### src/rtl/mux_sel_arbiter_pkg.sv
`default_nettype none
// ============================================================================
//  Module   : mux_sel_arbiter_pkg
//  Purpose  : Shared constants and types for the mux select arbiter.
//             SEL_A / SEL_B give the select polarity of the downstream 2:1 mux.
//             out_state_t encodes the one-entry output register occupancy.
//  Revision : 1.0  initial release
// ============================================================================
package mux_sel_arbiter_pkg;

   localparam logic SEL_A = 1'b0;
   localparam logic SEL_B = 1'b1;

   typedef enum logic [0:0] {
      EMPTY = 1'b0,
      FULL  = 1'b1
   } out_state_t;

endpackage : mux_sel_arbiter_pkg
`default_nettype wire

### src/rtl/mux_sel_arbiter_pick.sv
`default_nettype none
// ============================================================================
//  Module   : mux_arb_pick
//  Purpose  : Combinational winner selection between requesters A and B.
//             A lone valid requester always wins. On a tie the winner is the
//             requester that did not win last time (winner != last). Holding
//             last at SEL_B therefore yields fixed A-priority.
//  Ports    : a_valid, b_valid  - request lines
//             last              - id of the previous winner
//             enable            - output stage can accept a word this cycle
//             grant_a, grant_b  - one-hot grants (both low when !enable)
//             win_sel           - select of the granted requester (SEL_A idle)
//  Revision : 1.0  initial release
// ============================================================================
module mux_arb_pick
   import mux_sel_arbiter_pkg::*;
(
   input  logic a_valid,
   input  logic b_valid,
   input  logic last,
   input  logic enable,
   output logic grant_a,
   output logic grant_b,
   output logic win_sel
);

   logic tie_sel;

   always_comb begin
      tie_sel = ~last;
      grant_a = 1'b0;
      grant_b = 1'b0;
      if (enable) begin
         if (a_valid && b_valid) begin
            grant_a = (tie_sel == SEL_A);
            grant_b = (tie_sel == SEL_B);
         end else begin
            grant_a = a_valid;
            grant_b = b_valid;
         end
      end
      win_sel = grant_b ? SEL_B : SEL_A;
   end

endmodule : mux_arb_pick
`default_nettype wire

### src/rtl/mux_sel_arbiter.sv
`default_nettype none
// ============================================================================
//  Module   : mux_sel_arbiter
//  Purpose  : Two-requester valid/ready arbiter feeding a one-entry registered
//             output stage that drives the 2:1 mux select (0=A, 1=B).
//             Back-to-back drain/reload with no bubble.
//  Config   : MUX_SEL_ARBITER_RR_EN defined  -> round-robin on ties
//             undefined                      -> fixed priority, A wins ties
//  Ports    : clk, rst_n (sync, active-low)
//             a_valid/a_data/a_ready, b_valid/b_data/b_ready - input streams
//             sel, out_valid, out_data, out_ready            - output stage
//  Revision : 1.0  initial release
// ============================================================================
module mux_sel_arbiter
   import mux_sel_arbiter_pkg::*;
#(
   parameter int WIDTH = 8
) (
   input  logic             clk,
   input  logic             rst_n,
   input  logic             a_valid,
   input  logic [WIDTH-1:0] a_data,
   output logic             a_ready,
   input  logic             b_valid,
   input  logic [WIDTH-1:0] b_data,
   output logic             b_ready,
   output logic             sel,
   output logic             out_valid,
   output logic [WIDTH-1:0] out_data,
   input  logic             out_ready
);

   out_state_t       state_q, state_d;
   logic [WIDTH-1:0] data_q, data_d;
   logic             sel_q, sel_d;
   logic             last_v;
   logic             can_load;
   logic             grant_a, grant_b, win_sel;
   logic             load;

`ifdef MUX_SEL_ARBITER_RR_EN
   logic last_q, last_d;
   assign last_v = last_q;
`else
   // Pretending B always won last makes every tie go to A.
   assign last_v = SEL_B;
`endif

   assign out_valid = (state_q == FULL);
   // Gating with rst_n keeps both readies low during a reset cycle.
   assign can_load  = rst_n & (~out_valid | out_ready);

   mux_arb_pick u_pick (
      .a_valid (a_valid),
      .b_valid (b_valid),
      .last    (last_v),
      .enable  (can_load),
      .grant_a (grant_a),
      .grant_b (grant_b),
      .win_sel (win_sel)
   );

   assign load    = grant_a | grant_b;
   assign a_ready = grant_a;
   assign b_ready = grant_b;

   always_comb begin
      state_d = state_q;
      data_d  = data_q;
      sel_d   = sel_q;
`ifdef MUX_SEL_ARBITER_RR_EN
      last_d  = last_q;
`endif
      if (load) begin
         state_d = FULL;
         data_d  = grant_b ? b_data : a_data;
         sel_d   = win_sel;
`ifdef MUX_SEL_ARBITER_RR_EN
         last_d  = win_sel;
`endif
      end else if ((state_q == FULL) && out_ready) begin
         // Drain only; data and sel keep their last value.
         state_d = EMPTY;
      end
   end

   always_ff @(posedge clk) begin
      if (!rst_n) begin
         state_q <= EMPTY;
         data_q  <= '0;
         sel_q   <= SEL_A;
`ifdef MUX_SEL_ARBITER_RR_EN
         last_q  <= SEL_B;
`endif
      end else begin
         state_q <= state_d;
         data_q  <= data_d;
         sel_q   <= sel_d;
`ifdef MUX_SEL_ARBITER_RR_EN
         last_q  <= last_d;
`endif
      end
   end

   assign out_data = data_q;
   assign sel      = sel_q;

endmodule : mux_sel_arbiter
`default_nettype wire

### config.mk
export PLATFORM = sky130hd
export DESIGN_NAME = mux_sel_arbiter
export DESIGN_NICKNAME = d
export VERILOG_FILES = /design/src/rtl/mux_sel_arbiter_pkg.sv /design/src/rtl/mux_sel_arbiter_pick.sv /design/src/rtl/mux_sel_arbiter.sv
export SDC_FILE = /design/constraint.sdc
export NUM_CORES = 1
export LEC_CHECK = 0
export BUFFER_PORTS_ARGS = -buffer_cell sky130_fd_sc_hd__buf_2
export CORE_AREA = 4 4 41 43
export CTS_CLUSTER_DIAMETER = 50
export CTS_CLUSTER_SIZE = 12
export DETAILED_ROUTE_END_ITERATION = 8
export DIE_AREA = 0 0 45 47
export MAX_ROUTING_LAYER = met4
export PLACE_DENSITY = 0.78
export SLEW_MARGIN = 30
export SYNTH_ARGS = -nofsm -noshare
export SYNTH_HDL_FRONTEND = slang
export SYNTH_SLANG_ARGS = --single-unit
### constraint.sdc
create_clock -name clk -period 1.2 [get_ports clk]
set_input_delay 0.06 -clock clk [delete_from_list [all_inputs] [get_ports clk]]
set_output_delay 0.06 -clock clk [all_outputs]
set_load 0.01 [all_outputs]
==> flow_metrics.py, run 1 <==
metrics = {
    "critical_path": {
        "endpoint_kind": "output pin",
        "cp.arrival_ns": 1.07,
        "critPathMaxFanout": 5,
        "rrSetupSlack_ns": 0.13,
        "crit_type": "flip-flop to output pin",
        "r2r_cells": 3,
        "crit_start": "out_valid$_SDFFE_PN0P_",
        "critPathLaunchType": "flip-flop",
        "r2r_end": "out_data[3]$_SDFFE_PN0P_",
        "reg2reg_from": "out_valid$_SDFFE_PN0P_",
        "cp_data_required_time_ns": 1.14,
    },
    "grt": {
        "antenna_found_initial": 0,
        "grt_pass1_wl_um": 1810,
        "met2_usage_pct": 17.8,
        "first_global_vias": 445,
        "grt_use_met1_pct": 15.1,
        "grt_most_used_layer": "met2",
        "grt.total_usage_pct": 12.2,
        "grt_max_degree": 14,
        "use_met3_pct": 4.21,
        "grt_overflow": 0,
    },
    "timing": {
        "fin_hold_ws_ns": 0.114,
        "fin_setup_tns_ns": 0,
        "hold_viol_final": 0,
        "slew_headroom_pct": 79.7,
        "clock_skew_ns": 0.00375,
        "fmax_mhz": 885,
        "fin_crit_sh_pct": 94.1,
        "worstMarginPinSlew_ns": 0.304,
        "slew_violations": 0,
        "min_period_ns": 1.13,
        "final-setup-viol-count": 0,
        "rsz0062_at_grt": "no",
    },
    "worst_hold_path": {
        "min_to": "sel$_SDFFE_PN0P_",
        "holdCritStartpoint": "b_valid",
        "min_path_type": "input pin to flip-flop",
        "hold_path_depth": 3,
    },
    "yosys": {
        "synth_edf_count": 0,
        "netlist_instances": 48,
        "syn_nets": 69,
        "yosys.area.top_type_share_pct": 42.7,
        "synth-async-reset-ratio_pct": 0,
        "synth_seq_cells": 10,
        "synth_warnings": 0,
        "synth_top_area_cell": "dfxtp_1",
        "synth_area_per_cell_sq_um": 9.78,
        "yosysSeqAreaShare_pct": 42.7,
        "synth_flop_cell": "dfxtp_1",
        "synthTopCellsByArea": "dfxtp_1, o221a_2, a2bb2oi_1, inv_1, nand2b_1",
        "synth_common_cells": "dfxtp_1, a2bb2oi_1, inv_1",
        "syn_area_sq_um": 469,
        "yosysMostFrequentCell": "dfxtp_1",
        "synth_cell_types": 16,
    },
    "pwr": {
        "clkPwrFrac_pct": 35.2,
        "p_sw_share_pct": 25.3,
        "p_sw_uw": 218,
        "p_per_area_nw_per_um2": 1280,
        "p_leak_nw": 0.367,
        "fin_total_pwr_uw": 862,
        "seq_power_share_pct": 43.8,
        "pwr-share-comb_pct": 21.0,
        "peakVddDrop_mv": 0.501,
        "p_int_uw": 644,
    },
    "placement": {
        "place_congestion": 0.633,
        "portBuffers": 32,
        "place_area_sq_um": 636,
        "hpwl_um": 911,
    },
    "cells_and_area": {
        "layout-drive-gt1-share_pct": 53.7,
        "antenna_cells": 0,
        "nets": 104,
        "design_area_sq_um": 672,
        "areaGrowthSynthToFinish_pct": 43.2,
    },
    "run_status": {
        "status": "complete, no violations",
    },
    "floorplanning": {
        "die_x_um": 45,
        "die_area_sq_um": 2120,
        "die_h_um": 47,
        "io-pin-count": 33,
        "start_util_pct": 36.1,
        "num_rows": 13,
        "core_area_sq_um": 1300,
    },
    "drt": {
        "detail-route-antenna-nets": 0,
        "num_vias": 491,
        "vias_per_cell": 5.06,
        "drt-initial-drc-count": 3,
        "routedWlPerCell_um": 12.0,
        "route.detailed.drc": 0,
        "drt-pass1-iter-count": 4,
        "totalWireLength_um": 1160,
    },
    "clocking": {
        "cts_root_buffer": "clkbuf_4",
        "post_cts_resize_count": 0,
        "clock_latency_ns": 0.26,
        "numCtsBuffers": 3,
        "cts_sinks": 10,
        "cts_hold_buf": 0,
        "tritoncts": "yes",
        "cts_buffer_depth": 2,
        "post-cts-setup-buffer-count": 0,
        "cts_htree_levels": 1,
        "path_clk_slew_ns": 0.07,
    },
    "flow_run": {
        "cap_violations": 0,
    },
}
## flip-flops by register name, summed over array words and instances, names as in the netlist
register   count
out_valid      1
sel            1
out_data       8
## cells by family after synthesis
kind of cell	synth area share, %
buffers and inverters	10.7
AOI/OAI and AO/OA	38.4
and+or+nand+nor	8.27
DFF	42.7
## critical path: stages, from the launching register on
cell and delay [ns]:
dfxtp_1 0.31, nand2b_1 0.13, nand3_1 0.12, nor2_1 0.11, buf_2 0.14
## layout make-up
class	count	area [sq um]
fill	139	629
multi-input combinational	27	219
sequential	10	200
timing repair buffer	33	168
clock buffer	4	36.3
inverter	8	30.0
tap	15	18.8
## layout by cell type (no fill, tap or decap), types with 2 or more instances in the layout
| master | synthesis | final |
|---|---|---|
| nor2_1 | 2 | 2 |
| buf_2 | 1 | 32 |
| o221a_2 | 7 | 7 |
| inv_1 | 8 | 8 |
| nand2_1 | 2 | 2 |
| clkbuf_4 | 0 | 3 |
| a2bb2oi_1 | 8 | 8 |
| nand2b_1 | 2 | 2 |
| dfxtp_1 | 10 | 10 |
## metrics by stage
| step | cells | util (%) | setup slack, ns |
|---|---|---|---|
| 6_report | 97 | 51.6 | 0.0706 |
| 3_3_place_gp | 93 | 48.8 | 0.147 |
| 4_1_cts | 97 | 51.6 | 0.0737 |
| 3_5_place_dp | 93 | 48.8 | 0.138 |
| 5_1_grt | 97 | 51.6 | 0.00911 |
| 2_1_floorplan | 48 | - | 0.166 |
## layer usage
layer	vias to the layer above	wire length [um]
met5	-	0
li1	247	-
met3	0	143
met2	23	515
met1	221	504
met4	0	0
## power groups by stage
stage | sequential, mW | combinational, mW | clock [mW]
3_3_place_gp | 0.385 | 0.181 | 0
3_5_place_dp | 0.385 | 0.183 | 0
4_1_cts | 0.378 | 0.183 | 0.314
5_1_grt | 0.382 | 0.200 | 0.329
2_1_floorplan | 0.400 | 0.0900 | 0
6_report | 0.378 | 0.181 | 0.303
## how the worst max path moves through the flow
| stage | to | slack, ns |
|---|---|---|
| after floorplan | out_data[0]$_SDFFE_PN0P_ | 0.17 |
| after global placement | out_data[3]$_SDFFE_PN0P_ | 0.15 |
| after detailed placement | out_data[3]$_SDFFE_PN0P_ | 0.14 |
| after CTS | b_ready | 0.07 |
| after global routing | b_ready | 0.009 |
| final | b_ready | 0.07 |
Note: power is estimated with default switching activity, not from simulation.
==> run 2, diff against run 1 <==
Settings changed: CORE_AREA 4 4 41 43 to not set, CORE_MARGIN set to 4, CORE_UTILIZATION set to 34, DIE_AREA 0 0 45 47 to not set, PLACE_DENSITY 0.78 to 0.75.
Clock period 1.2 ns to 1 ns, I/O delays scaled along.
==> run 2 against run 1 <==
Against the previous run: worst setup slack worse by 0.19 ns; clock skew is 0.0026 ns lower; sequential share of layout area is 3.8 points lower; worst hold slack improved by 0.028 ns; die area decreased by 3.6%; global-route usage is 1.8 points higher; total power grew 26%; critical path depth stayed put; cell count grew 6.2%; count of clock-buffer cells in the layout is the same; the run now ends with setup timing left; routed wire length up 8.4%.
==> flow_metrics.py, run 2 (synthesized netlist as in run 1, its figures left out) <==
metrics = {
    "worst_hold_path": {
        "hold_path_depth": 3,
        "min_path_type": "input pin to flip-flop",
    },
    "critical_path": {
        "r2r_cells": 4,
        "slowest_delay_ns": 0.35,
        "critPathMaxFanout": 3,
        "critical_path.slowest_cell": "dfxtp_2",
        "crit_type": "flip-flop to output pin",
        "path_cells": "nand2b_4 > buf_6 > and3_4 > buf_6",
        "critPathTopFamily": "flip-flops",
        "cp.arrival_ns": 1.07,
        "crit_cells": 4,
        "endpoint_kind": "output pin",
        "cp_data_required_time_ns": 0.95,
        "critPathLaunchType": "flip-flop",
        "cp_common_cell": "buf_6",
        "crit_buf_inv": 2,
    },
    "timing": {
        "clock_skew_ns": 0.00119,
        "worst_slack_ns": -0.115,
        "final-setup-viol-count": 9,
        "slew_headroom_pct": 80.2,
        "hold_viol_final": 0,
        "fmax_mhz": 897,
        "fin_crit_sh_pct": 112,
        "min_period_ns": 1.12,
        "rsz0062_at_grt": "yes",
        "worstMarginPinSlew_ns": 0.297,
        "fin_hold_ws_ns": 0.142,
        "slew_violations": 0,
    },
    "pwr": {
        "p_leak_nw": 0.410,
        "p_per_area_nw_per_um2": 1410,
        "peakVddDrop_mv": 0.643,
    },
    "clocking": {
        "cts_buffer_depth": 2,
        "cts_root_buffer": "clkbuf_4",
        "clock_latency_ns": 0.27,
        "tritoncts": "yes",
        "cts_sinks": 10,
        "path_clk_slew_ns": 0.07,
        "numCtsBuffers": 3,
        "cts_htree_levels": 1,
    },
    "grt": {
        "grt.total_usage_pct": 14.0,
        "grt_max_degree": 13,
        "grt_pass1_wl_um": 2000,
        "antenna_found_initial": 0,
        "grt_overflow": 0,
        "first_global_vias": 475,
    },
    "placement": {
        "hpwl_um": 914,
        "pre_cts_ws_ns": -0.0148,
        "portBuffers": 32,
        "place_congestion": 0.713,
    },
    "run_status": {
        "status": "finished with violations",
        "violations": "setup timing",
    },
    "floorplanning": {
        "core_area_sq_um": 1300,
        "io-pin-count": 33,
        "start_util_pct": 36.1,
        "die_area_sq_um": 2040,
        "num_rows": 13,
        "die_h_um": 45.2,
        "die_x_um": 45.2,
    },
    "drt": {
        "totalWireLength_um": 1260,
        "num_vias": 512,
        "drt-initial-drc-count": 1,
        "detail-route-antenna-nets": 0,
        "route.detailed.drc": 0,
        "drt-pass1-iter-count": 4,
        "routedWlPerCell_um": 12.3,
        "vias_per_cell": 4.97,
    },
    "cells_and_area": {
        "antenna_cells": 0,
        "areaGrowthSynthToFinish_pct": 65.1,
        "most-common-layout-cells": "buf_2, dfxtp_1, inv_1, a2bb2oi_1, o221a_2",
        "largest_register_ffs": 8,
        "nFillCells": 128,
        "layout-drive-gt1-share_pct": 64.8,
        "final_common_cell": "buf_2",
        "nets": 110,
    },
    "flow_run": {
        "cap_violations": 0,
    },
}
==> run 2: cell count changes in the layout (fill, tap and decap cells not counted), sizes merged <==
cell / previous run / this run
buf: 33 / 39
==> run 2: worst paths after layout <==
check | from | endpoint | slack, ns
setup reg to reg | out_valid$_SDFFE_PN0P_ | out_data[6]$_SDFFE_PN0P_ | -0.04
hold / removal | b_valid | out_valid$_SDFFE_PN0P_ | 0.14
hold reg to reg | sel$_SDFFE_PN0P_ | sel$_SDFFE_PN0P_ | 0.46
setup / recovery | out_valid$_SDFFE_PN0P_ | a_ready | -0.12
==> run 2: cell type report <==
type	instances	area, sq um	share of cell area, %
sequential	10	201	26.0
timing repair buffer	39	226	29.2
multi-input combinational	27	262	33.8
tap	15	18.8	2.42
clock buffer	4	36.3	4.68
inverter	8	30.0	3.88
==> run 2: report_power, final <==
group	switching, mW	internal (mW)
clock	0.149	0.221
sequential	0.0197	0.436
combinational	0.113	0.149
==> run 2: through the flow <==
stage	utilization (%)	instance area, sq um	power, mW	std cells	setup TNS [ns]
floorplan	-	472	0.590	48	0
global placement	50.8	661	0.690	96	-0.0191
detailed placement	50.8	661	0.692	96	-0.0148
CTS	58.2	757	1.09	102	-0.465
global route	59.5	774	1.15	103	-0.813
finish	59.5	774	1.09	103	-0.492
==> run 2: worst reg2reg max path: cells and delay by family, from the launching register on <==
family / cells / cell delay [ns]
buffers and inverters: 1 / 0.12
AND/OR/NAND/NOR: 1 / 0.06
flip-flops: 1 / 0.35
AO/OA/AOI/OAI: 2 / 0.40
==> run 2: repair_timing <==
item | 4_1_cts | 5_1_grt
hold buffers | 0 | 0
endpoints found under the setup margin | 3 | 10
pin swaps | 3 | 2
gates resized for setup | 9 | 2
setup buffers | 2 | 1
==> run 2: layer usage <==
metal / global-route usage [%] / vias to the layer above / part of all wire, %
li1: - / 258 / -
met1: 16.2 / 225 / 43
met2: 21.8 / 26 / 45
met3: 3.19 / 3 / 9.1
met4: 8.77 / 0 / 2.1
met5: - / - / 0
